<file path="src/rtl/bus_pkg.sv">
// Shared definitions for the serial system-bus master ports: FSM states,
// transfer-mode encodings and header sizing helpers.
package bus_pkg;

    typedef enum logic [2:0] {
        IDLE,
        HDR,
        WLOAD,
        WSHIFT,
        RDATA,
        DONE
    } state_t;

    localparam logic MODE_READ  = 1'b0;
    localparam logic MODE_WRITE = 1'b1;

    // Header is the start address followed by the length field, sent as one word.
    function automatic int hdr_width(input int addr_width, input int len_width);
        return addr_width + len_width;
    endfunction

    function automatic int max_width(input int a, input int b);
        return (a > b) ? a : b;
    endfunction

endpackage

</file>
<file path="src/rtl/serial_shift_reg.sv">
// Parallel-load shift register. Shifting moves contents toward bit 0 (bit 0 is
// the serial output) and inserts sin at the MSB, so LSB-first input assembles in place.
module serial_shift_reg #(
    parameter int WIDTH = 8
) (
    input  logic             clk,
    input  logic             rst,
    input  logic             load,
    input  logic [WIDTH-1:0] load_data,
    input  logic             shift,
    input  logic             sin,
    output logic [WIDTH-1:0] q
);

    // NOTE: sequential state uses non-blocking assignments so every flop samples
    // pre-edge values, independent of block ordering.
    always_ff @(posedge clk or posedge rst) begin
        if (rst) begin
            q <= '0;
        end else if (load) begin
            q <= load_data;
        end else if (shift) begin
            q <= {sin, q[WIDTH-1:1]};
        end
    end

endmodule

</file>
<file path="src/rtl/burst_master_port.sv">
// Burst master for the one-bit system bus: header, then LSB-first data beats.
// Define BURST_MASTER_TIMEOUT_EN to enable the read-response timeout (derr).
module burst_master_port
    import bus_pkg::*;
#(
    parameter int ADDR_WIDTH = 16,
    parameter int DATA_WIDTH = 8,
    parameter int LEN_WIDTH  = 4,
    parameter int TIMEOUT    = 1024
) (
    input  logic                  clk,
    input  logic                  rst,
    input  logic                  dvalid,
    output logic                  dready,
    input  logic                  dmode,
    input  logic [ADDR_WIDTH-1:0] daddr,
    input  logic [LEN_WIDTH-1:0]  dlen,
    input  logic [DATA_WIDTH-1:0] dwdata,
    input  logic                  dwvalid,
    output logic                  dwready,
    output logic [DATA_WIDTH-1:0] drdata,
    output logic                  drvalid,
    output logic                  dlast,
    output logic                  derr,
    output logic                  mwdata,
    output logic                  mmode,
    output logic                  mvalid,
    input  logic                  mrdata,
    input  logic                  svalid
);

    localparam int HW   = hdr_width(ADDR_WIDTH, LEN_WIDTH);
    localparam int SR_W = max_width(HW, DATA_WIDTH);
    localparam int CW   = $clog2(SR_W + 1);
    // One extra bit so the counter can pass an all-ones dlen.
    localparam int BW   = LEN_WIDTH + 1;

    localparam logic [CW-1:0] HDR_LAST  = CW'(HW - 1);
    localparam logic [CW-1:0] DATA_LAST = CW'(DATA_WIDTH - 1);

    state_t               state;
    logic [LEN_WIDTH-1:0] dlen_q;
    logic [BW-1:0]        beat_cnt;
    logic [BW-1:0]        beat_next;
    logic [CW-1:0]        bit_cnt;

    logic                  tx_load;
    logic [SR_W-1:0]       tx_load_data;
    logic                  tx_shift;
    logic [SR_W-1:0]       tx_q;
    logic                  rx_shift;
    logic [DATA_WIDTH-1:0] rx_q;
    logic                  unused_sr_bits;

    assign beat_next = beat_cnt + BW'(1);

    // Drained positions refill with zeros, so tx_q[0] idles low between shifts.
    assign mwdata         = tx_q[0];
    assign unused_sr_bits = ^{tx_q[SR_W-1:1], rx_q[0]};

    // NOTE: every combinational output gets a default first so no path infers a latch.
    always_comb begin
        tx_load      = 1'b0;
        tx_load_data = '0;
        tx_shift     = 1'b0;
        rx_shift     = 1'b0;
        unique case (state)
            IDLE: begin
                if (dvalid && dready) begin
                    tx_load      = 1'b1;
                    tx_load_data = SR_W'({dlen, daddr});
                end
            end
            HDR, WSHIFT: tx_shift = 1'b1;
            WLOAD: begin
                if (dwvalid && dwready) begin
                    tx_load      = 1'b1;
                    tx_load_data = SR_W'(dwdata);
                end
            end
            RDATA:   rx_shift = svalid && !dlast && !derr;
            default: ;
        endcase
    end

    serial_shift_reg #(.WIDTH(SR_W)) u_tx_sr (
        .clk       (clk),
        .rst       (rst),
        .load      (tx_load),
        .load_data (tx_load_data),
        .shift     (tx_shift),
        .sin       (1'b0),
        .q         (tx_q)
    );

    serial_shift_reg #(.WIDTH(DATA_WIDTH)) u_rx_sr (
        .clk       (clk),
        .rst       (rst),
        .load      (1'b0),
        .load_data ('0),
        .shift     (rx_shift),
        .sin       (mrdata),
        .q         (rx_q)
    );

    always_ff @(posedge clk or posedge rst) begin
        if (rst) begin
            state    <= IDLE;
            dready   <= 1'b1;
            dwready  <= 1'b0;
            drdata   <= '0;
            drvalid  <= 1'b0;
            dlast    <= 1'b0;
            mmode    <= MODE_READ;
            mvalid   <= 1'b0;
            dlen_q   <= '0;
            beat_cnt <= '0;
            bit_cnt  <= '0;
        end else begin
            drvalid <= 1'b0;
            dlast   <= 1'b0;
            case (state)
                IDLE: begin
                    if (dvalid && dready) begin
                        dlen_q   <= dlen;
                        mmode    <= dmode;
                        beat_cnt <= '0;
                        bit_cnt  <= '0;
                        dready   <= 1'b0;
                        mvalid   <= 1'b1;
                        state    <= HDR;
                    end
                end
                HDR: begin
                    bit_cnt <= bit_cnt + CW'(1);
                    if (bit_cnt == HDR_LAST) begin
                        bit_cnt <= '0;
                        mvalid  <= 1'b0;
                        if (mmode == MODE_WRITE) begin
                            dwready <= 1'b1;
                            state   <= WLOAD;
                        end else begin
                            state <= RDATA;
                        end
                    end
                end
                WLOAD: begin
                    if (dwvalid && dwready) begin
                        dwready <= 1'b0;
                        mvalid  <= 1'b1;
                        state   <= WSHIFT;
                    end
                end
                WSHIFT: begin
                    bit_cnt <= bit_cnt + CW'(1);
                    if (bit_cnt == DATA_LAST) begin
                        bit_cnt  <= '0;
                        mvalid   <= 1'b0;
                        beat_cnt <= beat_next;
                        if (beat_next > {1'b0, dlen_q}) begin
                            mmode <= MODE_READ;
                            state <= DONE;
                        end else begin
                            dwready <= 1'b1;
                            state   <= WLOAD;
                        end
                    end
                end
                RDATA: begin
                    // The final-beat and timeout pulses are themselves the exit cue,
                    // so DONE follows the pulse cycle and later bus bits are ignored.
                    if (dlast || derr) begin
                        mmode <= MODE_READ;
                        state <= DONE;
                    end else if (svalid) begin
                        bit_cnt <= bit_cnt + CW'(1);
                        if (bit_cnt == DATA_LAST) begin
                            bit_cnt  <= '0;
                            drdata   <= {mrdata, rx_q[DATA_WIDTH-1:1]};
                            drvalid  <= 1'b1;
                            beat_cnt <= beat_next;
                            dlast    <= (beat_next > {1'b0, dlen_q});
                        end
                    end
                end
                DONE: begin
                    dready <= 1'b1;
                    state  <= IDLE;
                end
                default: state <= IDLE;
            endcase
        end
    end

`ifdef BURST_MASTER_TIMEOUT_EN
    localparam int TW = $clog2(TIMEOUT + 1);
    localparam logic [TW-1:0] TMO_LAST = TW'(TIMEOUT - 1);

    logic [TW-1:0] tmo_cnt;

    // Counts silent cycles in RDATA; any slave bit restarts the window.
    always_ff @(posedge clk or posedge rst) begin
        if (rst) begin
            tmo_cnt <= '0;
            derr    <= 1'b0;
        end else begin
            derr <= 1'b0;
            if (state != RDATA || svalid || dlast || derr) begin
                tmo_cnt <= '0;
            end else begin
                tmo_cnt <= tmo_cnt + TW'(1);
                if (tmo_cnt == TMO_LAST) begin
                    derr <= 1'b1;
                end
            end
        end
    end
`else
    localparam int unused_timeout = TIMEOUT;

    assign derr = 1'b0;
`endif

endmodule

</file>
<file path="config.mk">
export PLATFORM = sky130hd
export DESIGN_NAME = burst_master_port
export DESIGN_NICKNAME = d
export VERILOG_FILES = /design/src/rtl/bus_pkg.sv /design/src/rtl/serial_shift_reg.sv /design/src/rtl/burst_master_port.sv
export SDC_FILE = /design/constraint.sdc
export NUM_CORES = 1
export LEC_CHECK = 0
export ABC_CLOCK_PERIOD_IN_PS = 5300
export BUFFER_PORTS_ARGS = -buffer_cell sky130_fd_sc_hd__clkbuf_2
export CORE_MARGIN = 4
export CORE_UTILIZATION = 55
export CTS_BUF_LIST = sky130_fd_sc_hd__clkbuf_8
export DETAILED_ROUTE_END_ITERATION = 8
export HOLD_SLACK_MARGIN = 0.1
export PLACE_DENSITY_LB_ADDON = 0.08
export SETUP_SLACK_MARGIN = 0.4
export SLEW_MARGIN = 20
export SYNTH_ARGS = -nofsm -noshare
export SYNTH_HDL_FRONTEND = slang
export SYNTH_SLANG_ARGS = --single-unit
</file>
<file path="constraint.sdc">
create_clock -name clk -period 5.3 [get_ports clk]
set_clock_uncertainty 0.2 [all_clocks]
set_input_delay 1.06 -clock clk [delete_from_list [all_inputs] [get_ports clk]]
set_output_delay 1.06 -clock clk [all_outputs]
set_load 0.05 [all_outputs]
</file>
After elaboration in Yosys (flattened, before gate mapping)
Index checks and enable logic that the tools add are counted.
Widths: inputs -> output; s select.
{"block": "totals", "ff_bits": 59, "elab_cells": 109}
{"block": "op_classes", "n_eq_ne": 17, "n_reduce_logical": 21, "n_mux": 54, "n_lt_le_gt_ge": 1, "add_sub_neg": 2, "n_bitwise": 1}
{"cell": "$mux 20", "count": 3}
{"cell": "$mux 5", "count": 8}
{"cell": "$pmux 20 s2", "count": 1}
{"cell": "$mux 1", "count": 26}
{"cell": "$mux 3", "count": 7}
{"cell": "$ne 2x2->1 const B", "count": 10}
{"cell": "$pmux 5 s4", "count": 1}
{"cell": "$pmux 3 s5", "count": 1}
{"cell": "$pmux 5 s3", "count": 1}
{"cell": "$reduce_and 5->1", "count": 3}
{"cell": "$reduce_and 4->1", "count": 3}
{"cell": "$add 5x1->5 const B", "count": 2}
{"cell": "$mux 8", "count": 1}
{"cell": "$reduce_bool 4->1", "count": 2}
{"cell": "$eq 3x2->1 const B", "count": 2}
{"cell": "$eq 3x3->1 const B", "count": 2}
{"cell": "$pmux 1 s3", "count": 2}
{"cell": "$reduce_and 6->1", "count": 1}
{"cell": "$reduce_bool 3->1", "count": 2}
{"cell": "$eq 5x3->1 const B", "count": 1}
{"cell": "$eq 5x5->1 const B", "count": 1}
{"cell": "$gt 5x4->1", "count": 1}
{"cell": "$pmux 1 s2", "count": 2}
{"cell": "$pmux 1 s4", "count": 1}
{"cell": "8 further kinds", "count": 12}

Depth between registers and ports, before layout
{"block": "logic_depth", "ltp_word": 6, "mapped_depth": 8}

Modules after synthesis
A second synthesis with hierarchy kept.
{"block": "hier_totals", "hier_cells": 319, "hier_area_um2": 3143.0}
{"module": "burst_master_port", "n_inst": 1, "area_each_um2": 1843.0, "cells_each": 197, "seq_area_each_um2": 777.0}
{"module": "serial_shift_reg (u_tx_sr)", "n_inst": 1, "area_each_um2": 923.4, "cells_each": 87, "seq_area_each_um2": 500.5}
{"module": "serial_shift_reg (u_rx_sr)", "n_inst": 1, "area_each_um2": 376.6, "cells_each": 35, "seq_area_each_um2": 200.2}

Least setup slack after synthesis
Ideal clock, no wire load.
{"block": "synth_path", "kind": "input-to-reg", "start": "in dvalid", "end": "reg u_tx_sr.q[10]", "setup_ps": 132, "arrival_ps": 2079, "cell_stages": 5, "setup_slack_ps": 2889, "required_ps": 4968, "cell_sequence": "nand2_1 > nor4_4 > or2_1 > clkbuf_1 > o21ai_1"}
{"block": "synth_via", "elab_chain_len": 4, "elab_cells_between_ends": 7}
{"item": "start, declared", "line": "burst_master_port.sv:13", "source": "input logic dvalid,"}
{"item": "$logic_and 1x1->1 *", "line": "burst_master_port.sv:69", "source": "if (dvalid && dready) begin"}
{"item": "$mux 20 / $mux 1 (equally long branches)", "line": "burst_master_port.sv:69"}
{"item": "$pmux 20 s2 / $pmux 1 s2 (equally long branches)", "line": "burst_master_port.sv:67", "source": "unique case (state)"}
{"item": "$mux 20 / $reduce_bool 2->1 (equally long branches)"}
{"item": "end signal, assigned", "line": "serial_shift_reg.sv:21", "source": "q <= load_data;"}
{"item": "end signal, assigned", "line": "serial_shift_reg.sv:23", "source": "q <= {sin, q[WIDTH-1:1]};"}
{"item": "end, declared", "line": "serial_shift_reg.sv:12", "source": "output logic [WIDTH-1:0] q"}
Mark *: on every way between the ends. The rest lies on a longest branch, timed or not.
A chain may end at the register's enable or synchronous reset.

Worst setup path after layout
{"block": "layout_path", "start": "reg state[2]", "end": "reg beat_cnt[0]"}
{"block": "layout_via", "elab_chain_len": 3, "elab_cells_between_ends": 9}
{"item": "start, declared", "line": "burst_master_port.sv:41", "source": "state_t state;"}
{"item": "start signal, assigned", "line": "burst_master_port.sv:108", "source": "state <= IDLE;"}
{"item": "start signal, assigned", "line": "burst_master_port.sv:131", "source": "state <= HDR;"}
{"item": "start signal, assigned", "line": "burst_master_port.sv:141", "source": "state <= WLOAD;"}
{"item": "$eq 3x3->1 (tied with other cells)", "line": "burst_master_port.sv:122", "source": "case (state)"}
{"item": "$ne 2x2->1 (no line) / $reduce_bool 3->1 (equally long branches)"}
{"item": "$reduce_and 4->1 (no line)"}
{"item": "end signal, assigned", "line": "burst_master_port.sv:159", "source": "beat_cnt <= beat_next;"}
{"item": "end signal, assigned", "line": "burst_master_port.sv:181", "source": "beat_cnt <= beat_next;"}
{"item": "end, declared", "line": "burst_master_port.sv:43", "source": "logic [BW-1:0] beat_cnt;"}
Parallel ways exist; a longest one is shown, timed or not.

==> flow_summary_export.csv <==
group,metric,value,unit
floorplanning,coreArea,5110,um2
clock_tree,cts_tree,"done",
pwr,pwr-share-clk,46.1,%
logic_synthesis,ys_types,49,
route,avgRoutedWirePerCell,13.6,um
critical_path,cp-end-kind,"register",
clock_tree,cts.root.buffer_cell,"clkbuf_8",
global_route,grt_max_degree,59,
pwr,p_total,865,uW
floorplanning,ios,51,
logic_synthesis,synthCells,298,
timing,setup_violations,0,
route,drc,0,
timing,post-route-period-util,53.1,%
cells_and_area,fillCellCount,435,
pwr,power.switching,198,uW
cells_and_area,multi_input_area,1330,um2
timing,fin_setup_tns,0,ps
timing,max_freq,355,MHz
critical_path,worstPathCellList,"nor3b_4, nand3b_2, nand2b_1, inv_6, a211oi_4, mux2_4",
cells_and_area,area_delta_synth_final,16.5,%
logic_synthesis,async_reset_ff_share,100,%
critical_path,required,5320,ps
placement,placed_cells,407,
floorplanning,start_util,57.0,%
route,wl,5770,um
hold_path,hold_depth,2,
placement,dp_hpwl,4140,um
timing,finalWorstPathRequiredPeriod,2820,ps
timing,finalMaxSlewViolations,0,
timing,max_slew_margin,52.8,%
logic_synthesis,synth_edf_count,0,
global_route,grt_antenna_before_repair,0,
cells_and_area,drive_gt1_share,23.2,%
global_route,grt_first_pass_wirelength,10300,um
critical_path,crit_fanout,15,
logic_synthesis,syn_area_per_cell,9.77,um2
pwr,power_frac_seq,51.2,%
cells_and_area,fin_cells,423,
pwr,leakagePower,1.67,nW
clock_tree,cts_setup_buffers,0,
floorplanning,std_cell_rows,26,
clock_tree,h-tree-depth,3,
critical_path,reg2reg_depth,6,
logic_synthesis,netlist_area,2910,um2
timing,hold-worst-slack,275,ps
global_route,grt_usage,20.6,%
cells_and_area,postLayoutCoreUtil,66.4,%
pwr,p_int,667,uW
pwr,ir_worst_vdd,213,uV
global_route,grt_remaining_overflow,0,
timing,grt_setup_unrepaired,"false",
floorplanning,die-area,6520,um2
critical_path,crit_type,"register to register",
cells_and_area,nets,389,
clock_tree,clock_sinks,58,
cells_and_area,final_common_cell,"dfrtp_1",
cells_and_area,final_area,3390,um2
route,via_count,2236,
pwr,p_per_area,255,nW/um2
floorplanning,die_y,80.8,um
logic_synthesis,synth_fp_nets,339,
cells_and_area,ff_latch_area,1450,um2
critical_path,critPathLaunchType,"register",
placement,dpl_cell_area,3200,um2
clock_tree,numCtsBuffers,9,
placement,gp_congestion,0.795,
clock_tree,ctsHoldBuffers,0,
route,drt_iter0_markers,121,
pwr,swShare,22.9,%
global_route,grt_pass1_vias,2244,
critical_path,critPathSlowestCell,"dfrtp_1",
route,avgViaCountPerCell,5.29,
logic_synthesis,ys_seq_area_share,49.9,%
run_status,status,"finished, final reports clean",
run,cap_viol_max_count,0,
pwr,power_frac_comb,2.7,%
timing,worst_pin_slew,707,ps
placement,io_buffers,49,
logic_synthesis,ys_ff_latch,58,
route,antenna_left,0,
timing,hold_viol,0,
critical_path,slowest_delay,660,ps
placement,dp_slack,2350,ps
route,drt_pass1_iterations,4,
logic_synthesis,synthFlopType,"dfrtp_1",
cells_and_area,diodes,0,
clock_tree,clock_latency,340,ps
logic_synthesis,yosysWarnings,0,
clock_tree,clockBufferDepth,2,
critical_path,crit_arrival,2840,ps
cells_and_area,mostFrequentLayoutCells,"dfrtp_1 (57), nand2_1 (50), clkbuf_2 (49)",
clock_tree,clk_pin_slew,70,ps
floorplanning,chipWidth,80.8,um
clock_tree,cts_resized,0,
hold_path,hold_class,"register to register",
timing,worst_slack,2480,ps
-- Yosys cell counts, types with 2 or more instances --
master    count  area, um2
dfrtp_1      57       1430
nand2_1      50        188
nor2_1       25       93.8
o21ai_1      21        105
mux2i_1      15        150
a21oi_1      11       55.1
inv_1        11       41.3
a22oi_1       9       67.6
a31oi_1       9       56.3
mux2_1        7       78.8
o21ai_0       7       35.0
clkbuf_1      6       22.5
ha_1          6       75.1
nand3_1       6       30.0
nor2b_1       6       37.5
nand2b_1      4       25.0
nor3_1        4       20.0
xnor2_1       4       35.0
buf_4         3       22.5
inv_2         3       11.3
a211oi_1      2       15.0
a31o_1        2       17.5
and3b_1       2       17.5
buf_2         2       10.0
mux2_4        2       30.0
-- per-layer routing --
metal / GRT usage [%] / wire length, um
met1: 27.8 / 2720
met3: 6.43 / 211
met5: 0 / 0
met2: 31.5 / 2750
met4: 7.09 / 85
-- path summary, 6_finish.rpt --
check,start,endpoint,slack [ps]
worst max-delay path,state[2]$_DFFE_PP0P_,beat_cnt[0]$_DFFE_PP0P_,2480
worst min-delay path,drdata[6]$_DFFE_PP0P_,drdata[6]$_DFFE_PP0P_,270
worst max register to register,state[2]$_DFFE_PP0P_,beat_cnt[0]$_DFFE_PP0P_,2480
worst min register to register,drdata[6]$_DFFE_PP0P_,drdata[6]$_DFFE_PP0P_,270
max in group asynchronous,rst,dwready$_DFFE_PP0P_,3740
min in group asynchronous,rst,drdata[7]$_DFFE_PP0P_,690
-- logic make-up after synthesis --
family	count (synthesis)	synth area share, %
compound gates	70	15.0
xor+xnor	5	1.50
fa+ha+maj	6	2.58
buf+inv	28	4.51
flops	58	49.9
mux	24	8.89
other cells	1	0.129
simple gates	106	17.5
-- critical path: cells and delay by family, from the launching register on --
kind,cells,cell delay [ps]
compound gates,1,80
mux,1,320
buf+inv,1,200
simple gates,3,1230
flops,1,660
-- power groups by stage --
stage / combinational, mW / sequential, mW / clock, mW
finish: 0.0232 / 0.443 / 0.399
global route: 0.0268 / 0.442 / 0.430
CTS: 0.0239 / 0.443 / 0.404
detailed placement: 0.0239 / 0.451 / 0
global placement: 0.0237 / 0.451 / 0
floorplan: 0.00891 / 0.451 / 0
-- flip-flops by register name, indices dropped and copies added, names as in the netlist --
name and flops:
bit_cnt 5, drdata 8, u_tx_sr.q 20, mvalid 1, beat_cnt 5, dlast 1, dlen_q 4, mmode 1
dready 1, drvalid 1, dwready 1, u_rx_sr.q 7, state 3
-- layout make-up --
| class | count | share of cell area [%] |
|---|---|---|
| flip-flops and latches | 58 | 42.8 |
| multi-input cells | 212 | 39.2 |
| repair buffers | 52 | 7.89 |
| clock buffers | 9 | 3.65 |
| well taps | 70 | 2.58 |
| clock inverters | 7 | 2.07 |
| inverters | 15 | 1.81 |
Power figures use the tool's default switching activity.
